<file path="src/rtl/seq_mul_32.sv">
// seq_mul_32: iterative 32x32 -> 64-bit unsigned shift-add multiplier.
// One 32-bit ripple-carry adder (carry-in 0) is reused over 32 iterations,
// one iteration per clock, instead of an array multiplier.
//
// Ports:
//   clk      in   1   rising-edge clock
//   rst      in   1   asynchronous active-high reset
//   start    in   1   request, sampled only while busy=0
//   a        in  32   multiplicand, latched on accepted start
//   b        in  32   multiplier, latched on accepted start
//   busy     out  1   high while iterating (CALC)
//   done     out  1   one-cycle pulse, product valid in that cycle
//   product  out 64   result, held until the next operation completes
//
// Parameter ZERO_BYPASS: a zero operand at start completes in one cycle.
module seq_mul_32 #(
  parameter bit ZERO_BYPASS = 1'b1
) (
  input  logic        clk,
  input  logic        rst,
  input  logic        start,
  input  logic [31:0] a,
  input  logic [31:0] b,
  output logic        busy,
  output logic        done,
  output logic [63:0] product
);

  localparam int unsigned W    = 32;
  localparam int unsigned CW   = 6;
  localparam int unsigned LAST = 31;

  typedef enum logic [1:0] {
    IDLE = 2'd0,
    CALC = 2'd1,
    DONE = 2'd2
  } state_e;

  state_e          state_q, state_d;
  logic [W-1:0]    acc_q, acc_d;
  logic [W-1:0]    mq_q, mq_d;
  logic [W-1:0]    mcand_q, mcand_d;
  logic [CW-1:0]   count_q, count_d;
  logic [2*W-1:0]  product_q, product_d;

  logic [W-1:0]    addend_c;
  logic [W-1:0]    sum_c;
  logic [W:0]      carry_c;

  // Ripple-carry adder: acc + (mq[0] ? mcand : 0), carry-in tied 0
  always_comb begin
    addend_c   = mq_q[0] ? mcand_q : '0;
    carry_c    = '0;
    sum_c      = '0;
    for (int i = 0; i < int'(W); i++) begin
      sum_c[i]       = acc_q[i] ^ addend_c[i] ^ carry_c[i];
      carry_c[i + 1] = (acc_q[i] & addend_c[i]) | (carry_c[i] & (acc_q[i] ^ addend_c[i]));
    end
  end

  // State and datapath registers
  always_ff @(posedge clk or posedge rst) begin
    if (rst) begin
      state_q   <= IDLE;
      acc_q     <= '0;
      mq_q      <= '0;
      mcand_q   <= '0;
      count_q   <= '0;
      product_q <= '0;
    end else begin
      state_q   <= state_d;
      acc_q     <= acc_d;
      mq_q      <= mq_d;
      mcand_q   <= mcand_d;
      count_q   <= count_d;
      product_q <= product_d;
    end
  end

  // Next-state and datapath update
  always_comb begin
    state_d   = state_q;
    acc_d     = acc_q;
    mq_d      = mq_q;
    mcand_d   = mcand_q;
    count_d   = count_q;
    product_d = product_q;

    case (state_q)
      IDLE, DONE: begin
        // DONE accepts a new start exactly like IDLE for back-to-back use
        state_d = IDLE;
        if (start) begin
          mcand_d = a;
          mq_d    = b;
          acc_d   = '0;
          count_d = '0;
          if (ZERO_BYPASS && ((a == '0) || (b == '0))) begin
            product_d = '0;
            state_d   = DONE;
          end else begin
            state_d = CALC;
          end
        end
      end
      CALC: begin
        // Carry-out shifts into acc[31], so the 64-bit result is exact
        acc_d   = {carry_c[W], sum_c[W-1:1]};
        mq_d    = {sum_c[0], mq_q[W-1:1]};
        count_d = count_q + CW'(1);
        if (count_q == CW'(LAST)) begin
          product_d = {acc_d, mq_d};
          state_d   = DONE;
        end
      end
      default: state_d = IDLE;
    endcase
  end

  assign busy    = (state_q == CALC);
  assign done    = (state_q == DONE);
  assign product = product_q;

endmodule

</file>
<file path="config.mk">
export PLATFORM = sky130hd
export DESIGN_NAME = seq_mul_32
export DESIGN_NICKNAME = d
export VERILOG_FILES = /design/src/rtl/seq_mul_32.sv
export SDC_FILE = /design/constraint.sdc
export NUM_CORES = 1
export LEC_CHECK = 0
export CAP_MARGIN = 20
export CORE_MARGIN = 4
export CORE_UTILIZATION = 50
export CTS_CLUSTER_DIAMETER = 40
export DETAILED_ROUTE_END_ITERATION = 7
export DONT_BUFFER_PORTS = 1
export GPL_TIMING_DRIVEN = 0
export PLACE_DENSITY = 0.66
export SLEW_MARGIN = 0
export SYNTH_ARGS = -nofsm -noshare
export SYNTH_HDL_FRONTEND = slang
export SYNTH_SLANG_ARGS = --single-unit
</file>
<file path="constraint.sdc">
create_clock -name clk -period 23.7 [get_ports clk]
set_clock_uncertainty 0.1 [all_clocks]
set_input_delay 3.555 -clock clk [delete_from_list [all_inputs] [get_ports clk]]
set_output_delay 3.555 -clock clk [all_outputs]
set_load 0.005 [all_outputs]
</file>
==> summary.md, run 1 <==
| Metric | Value |
|---|---|
| Status | finished, final reports clean |
| Hold_ws | 0.376 ns |
| Die H | 135 um |
| CP max stage cell | fa_1 |
| Initial drt markers | 387 |
| Fillcell total | 1,436 |
| Final Cycle Share | 0.631 |
| Combinational cell fraction of total power | 0.371 |
| Via/cell ratio | between 5 and 6 |
| Vias | between 5,000 and 6,000 |
| CTS tree | built |
| Synth area leaders | dfrtp_1, nand2_1, fa_1, a22oi_1, nand2b_1 |
| Sw frac | 0.394 |
| Flop and latch count out of synthesis | 168 |
| WP data arrival | 15.16 ns |
| Initial antenna violation count | 0 |
| Yosys warns | 0 |
| GRT Total Usage | 0.234 |
| Seq pwr share | 0.415 |
| Worst reg2reg startpoint | mq_q[0] |
| Share of layout cells above drive strength 1 | 0.0602 |
| CP endpoint kind | flip-flop |
| Tmin final | 14.95 ns |
| GRT Residual Overflow | 0 |
| M3 GR Usage | 0.0710 |
| Die area | around 18,000 um2 |
| Placer Congestion | 0.846 |
| Clock tree sinks | approximately 170 |
| Skew-Pair Late Insertion Delay | 0.43 ns |
| Io pins | 133 |
| Commonest non-fill, non-tap cell in the layout | nand2_1 |
| Root Driver | clkbuf_16 |
| Final core occ | 0.567 |
| Critical path class | flip-flop to flip-flop |
| Max Slew Vio Count | 0 |
| Clock power frac | 0.214 |
| Most used cell, CP | fa_1 |
| R2r setup slk | 8.75 ns |
| Worst-margin pin slew | about 0.64 ns |
| Largest net degree at the start of global routing | 130 |
| Lkg Pwr | 0.00430 uW |
| Syn_nets | 916 |
| Commonest non-fill, non-tap cells in the layout | nand2_1, dfrtp_1, nand2b_1 |
| Hpwl dp | 14,900 um |
| Num CTS Buffers | 17 |
| Area share of the largest cell type after synthesis | 0.517 |
| Initial Utilization | 0.512 |
| Core area | 15,900 um2 |
| Hold Buf Count CTS | 0 |
| Final cell count without fillers | 1,063 |
| RSZ-0062 raised after global routing | false |
| Top_reg_cell synth | dfrtp_1 |
| H-tree Lvls | 4 |
| Crit-path max cell delay | 0.51 ns |
| Fmax | ~67 MHz |
| PwrDens | about 140 nW/um2 |
| Hold Crit Class | flip-flop to flip-flop |
| Internal power component | around 790 uW |
| Syn avg cell area | 9.96 um2 |
| First-pass GRT wire length | 33,200 um |
| Crit path launch type | flip-flop |
| WL/cell | between 15 and 20 um |
| Met2 usage | 0.362 |
| Router iterations before antenna repair | 6 |
| Register area share after synthesis | 0.517 |
| Chip width | 135 um |
| Clock-pin slew on the worst setup and hold paths | 0.06 ns |
| Synth Cell Area | 8130 um2 |
| Yosys top cell by area | dfrtp_1 |
| Antenna Diode Count | 0 |
| VDD IR max | 0.0789 mV |
| Origin of the worst min-delay path | acc_q[21] |
| Antenna-violating nets left | 0 |
| # rows | 46 |
| Worst-path fanout max | 10 |
| CP startpoint | mq_q[0] |
| Cts repair resizes | 0 |
| Psw | 512 uW |
| # nets final | 936 |
| Global route hottest layer | met2 |
| Placed instance count | 1,033 |
| Post-Synthesis Cells | 816 |
| Clock tree buffer depth | 2 |
| EDFF count, synth | 0 |
| IO buf count | 0 |
| Slew headroom | 0.571 |
| Asr flop ratio synth | 1.00 |
| Max-cap violations | 0 |
| P&R area growth vs syn | 10.8% |
| Hold Fails Final Rpt | 0 |
| Routing usage on met1 | 0.310 |
| Setup violators final | 0 |
| DR DRC count | 0 |
| Final setup TNS | 0 ns |
| Vias in the first global route | 6,233 |
| Distinct cells, synth | 31 |
| Post-CTS Setup Bufs | 0 |
| Critical Path RT | about 24 ns |
| DRT Wirelength | between 20,000 and 25,000 um |
[metrics by stage]
step	setup slack (ns)	power (uW)	cell area [um2]
2_1_floorplan	9.64	880	8130
3_3_place_gp	8.81	994	8400
3_5_place_dp	8.65	1030	8430
4_1_cts	8.60	1310	9010
5_1_grt	8.08	1410	9010
6_report	8.75	1300	9010
[cell type report]
cell class | instances | area, um2 | share of cell area
Buffer | 53 | 248 | 0.0275
Clock inverter | 7 | 95.1 | 0.0106
Sequential cell | 168 | 4200 | 0.467
Inverter | 35 | 139 | 0.0154
Clock buffer | 23 | 478 | 0.0531
Tap cell | 216 | 270 | 0.0300
Multi-Input combinational cell | 560 | 3540 | 0.394
Timing Repair Buffer | 1 | 27.5 | 0.00306
[final timing paths]
| kind | endpoint | cells past startpoint |
|---|---|---|
| worst min-delay path | acc_q[21] | 1 |
| max in group asynchronous | product[30] | 2 |
| worst min register to register | acc_q[21] | 1 |
| worst max-delay path | product[62] | 38 |
| worst max register to register | product[62] | 38 |
| min in group asynchronous | product[56] | 1 |
[sequential cells by signal (all words and copies together) (netlist names)]
register and count:
mq_q 32, mcand_q 32, count_q 6, state_q 2, acc_q 32, product 64
[power groups by stage]
stage,logic [uW],clock network [uW],registers [uW]
3_3_place_gp,460,0,535
4_1_cts,489,281,539
6_report,482,278,539
5_1_grt,556,293,557
3_5_place_dp,485,0,542
2_1_floorplan,377,0,504
[synth_stat cells, types with 4 or more instances]
| master | count |
|---|---|
| a22oi_1 | 62 |
| o21ai_1 | 40 |
| nand4_1 | 7 |
| o21ai_0 | 31 |
| nor2_1 | 33 |
| fa_1 | 31 |
| buf_1 | 6 |
| nand2_1 | 191 |
| mux2i_1 | 33 |
| dfrtp_1 | 168 |
| inv_1 | 35 |
| clkbuf_2 | 4 |
| nor4_1 | 16 |
| buf_2 | 14 |
| and2_1 | 4 |
| clkbuf_1 | 25 |
| nand2b_1 | 66 |
| a21o_1 | 32 |
[worst max-delay path, delay by kind of cell, from the launching register on]
family	cells	cell delay [ns]
AO/OA/AOI/OAI	1	0.08
adder cells (fa/ha/maj)	31	13.19
buffers and inverters	3	0.60
flip-flops	1	0.50
multiplexers	1	0.16
AND/OR/NAND/NOR	2	0.22
[cell families after synthesis]
| family | after synthesis | share of synthesized area |
|---|---|---|
| simple gates | 322 | 0.178 |
| compound gates | 172 | 0.138 |
| fa+ha+maj | 33 | 0.0794 |
| buf+inv | 88 | 0.0466 |
| mux | 33 | 0.0406 |
| flops | 168 | 0.517 |
[routing by layer]
metal | routed length (um) | part of all wire
met5 | 0 | 0
met4 | 530 | 0.026
met3 | 1530 | 0.074
met2 | 9860 | 0.48
met1 | 8820 | 0.43
Note: power is estimated with default switching activity, not from simulation.
==> run 2, diff against run 1 <==
==> constraint.sdc (replaced) <==
create_clock -name clk -period 14.5 [get_ports clk]
set_clock_uncertainty 0.1 [all_clocks]
set_input_delay 2.175 -clock clk [delete_from_list [all_inputs] [get_ports clk]]
set_output_delay 2.175 -clock clk [all_outputs]
set_load 0.005 [all_outputs]
==> run 2 against run 1 <==
  * Sequential power grew 63%
  * Final area rose by 0.50%
  * Routed wire length shrank 0.34%
  * Critical path depth grew 1
  * Die area is the same
  * Register-to-register slack got worse by 8.2 ns
  * Largest cell class unchanged
==> summary.md, run 2 (synthesis results as in run 1) <==
| Metric | Value |
|---|---|
| Share of layout cells above drive strength 1 | 0.0790 (+0.0188) |
| Placed instance count | 1,033 (unchanged) |
| Skew-Pair Late Insertion Delay | 0.43 ns (about the same) |
| Tmin final | 13.92 ns (-1.03 ns) |
| Max reg flops | 64 (unchanged) |
| Clock-pin slew on the worst setup and hold paths | 0.06 ns (about the same) |
| Commonest non-fill, non-tap cells in the layout | nand2_1, dfrtp_1, nand2b_1 |
| Register area | 4210 um2 (about the same) |
| Max-cap violations | 0 (unchanged) |
| Pre-CTS setup slack | -0.550 ns (-9.20 ns) |
| Setup violators final | 0 (unchanged) |
| Critical path class | flip-flop to flip-flop |
| Hold Crit Class | flip-flop to flip-flop |
| Die area | 18,400 um2 (unchanged) |
| Top delay family on crit path | adder cells |
| Commonest non-fill, non-tap cell in the layout | nand2_1 |
| Initial drt markers | 401 (+3.6%) |
| Vias in the first global route | 6,238 (+0.080%) |
| Worst path bufs/invs | 3 (unchanged) |
| Fmax | 71.8 MHz (+7.4%) |
| Crit-path max cell delay | 0.51 ns (about the same) |
| Worst reg2reg path depth | 39 (+2.6%) |
| Most used cell, CP | fa_1 |
| WL/cell | 19.4 um (-0.43%) |
| CP endpoint kind | flip-flop |
| WP data arrival | 14.13 ns (-1.03 ns) |
| Clock tree sinks | 168 (unchanged) |
| Largest net degree at the start of global routing | 130 (unchanged) |
| GRT Residual Overflow | 0 (unchanged) |
| Status | finished, final reports clean |
| Tot Pwr | 2130 uW (+64%) |
| Hpwl dp | 14,900 um (unchanged) |
| Antenna-violating nets left | 0 (unchanged) |
| Clock tree buffer depth | 2 (unchanged) |
| GRT Total Usage | 0.234 (about the same) |
| Num CTS Buffers | 17 (unchanged) |
| Stages on worst setup path | 39 (+2.6%) |
| WHS Path Cells | 1 (unchanged) |
| Via/cell ratio | 5.62 (-0.26%) |
| Max Slew Vio Count | 0 (unchanged) |
| IO buf count | 0 (unchanged) |
| Core area | 15,900 um2 (unchanged) |
| Fillcell total | 1,428 (-0.56%) |
| DR DRC count | 0 (unchanged) |
| Hold_ws | 0.377 ns (+0.000873 ns) |
| First-pass GRT wire length | 33,200 um (about the same) |
| Final cell count without fillers | 1,064 (+0.094%) |
| Io pins | 133 (unchanged) |
| CP max stage cell | fa_1 |
| Initial Utilization | 0.512 (unchanged) |
| Hold Fails Final Rpt | 0 (unchanged) |
| Worst-path fanout max | 6 (-4) |
| P&R area growth vs syn | 11.4% |
| DRT Wirelength | 20,700 um (-0.34%) |
| Critical Path RT | 14.71 ns (-9.20 ns) |
| Setup WS post-layout | 0.576 ns (-8.17 ns) |
| Placer Congestion | 0.846 (unchanged) |
| H-tree Lvls | 4 (unchanged) |
| Chip width | 135 um (unchanged) |
| Final setup TNS | 0 ns (unchanged) |
| Multi-input gate area | 3580 um2 (+0.92%) |
| # rows | 46 (unchanged) |
| Vias | 5,977 (-0.17%) |
| Die H | 135 um (unchanged) |
| Crit path launch type | flip-flop |
| # nets final | 937 (+0.11%) |
| Antenna Diode Count | 0 (unchanged) |
| PwrDens | 235 nW/um2 (+63%) |
| Root Driver | clkbuf_16 |
| VDD IR max | 0.129 mV (+64%) |
| Slew headroom | 0.564 (-0.00630) |
| Worst-margin pin slew | 0.653 ns (+0.00945 ns) |
| RSZ-0062 raised after global routing | false |
| Lkg Pwr | 0.00431 uW (+0.28%) |
| Initial antenna violation count | 0 (unchanged) |
| Hold Buf Count CTS | 0 (unchanged) |
| CTS tree | built |
| Router iterations before antenna repair | 5 (-1) |
| Final Cycle Share | 0.960 (+0.329) |
[run 2: worst paths after layout]
kind	from	to	slack [ns]
max	mq_q[0]	product[62]	0.58
max in group asynchronous	rst	count_q[1]	11.92
max reg2reg	mq_q[0]	product[62]	0.58
min in group asynchronous	rst	mcand_q[24]	1.47
min	acc_q[5]	acc_q[5]	0.38
min reg2reg	acc_q[5]	acc_q[5]	0.38
[run 2: what timing repair did]
item	4_1_cts	5_1_grt
setup buffers	1	0
setup endpoints to repair	6	6
pin swaps	0	0
gates cloned	0	0
resized for setup	8	8
[run 2: area by class of cell]
| cell class | count | share of cell area |
|---|---|---|
| sequential | 168 | 0.465 |
| multi-input combinational | 560 | 0.395 |
| clock buffer | 23 | 0.0528 |
| tap | 216 | 0.0299 |
| buffer | 53 | 0.0278 |
| inverter | 35 | 0.0153 |
| clock inverter | 7 | 0.0105 |
| timing repair buffer | 2 | 0.00387 |
[run 2: metal layers]
layer	global-route usage	share of wire	routed length, um	vias up
met5	0	0	0	-
met4	0.0963	0.028	580	0
met3	0.0710	0.072	1490	36
met2	0.362	0.48	9850	166
met1	0.310	0.42	8750	3013
li1	-	-	-	2762
[run 2: where the power goes]
| part | total, uW | internal (uW) | switching, uW |
|---|---|---|---|
| registers | 879 | 692 | 188 |
| logic | 796 | 336 | 460 |
| clock network | 455 | 266 | 190 |
| total | 2130 | 1290 | 838 |
[run 2: metrics by stage]
| stage | utilization | instance area [um2] |
|---|---|---|
| floorplan | - | 8130 |
| global placement | 0.529 | 8400 |
| detailed placement | 0.531 | 8430 |
| CTS | 0.569 | 9030 |
| global route | 0.570 | 9050 |
| finish | 0.570 | 9050 |
==> run 3, diff against run 2 <==
--- a/config.mk
+++ b/config.mk
@@ -11,6 +11,7 @@
 export CTS_CLUSTER_DIAMETER = 40
 export DETAILED_ROUTE_END_ITERATION = 7
 export DONT_BUFFER_PORTS = 1
+export GPL_ROUTABILITY_DRIVEN = 0
 export GPL_TIMING_DRIVEN = 0
 export PLACE_DENSITY = 0.66
 export SLEW_MARGIN = 0
==> results of run 3 <==
No change in the layout: final DEF, timing and power equal those of run 2.
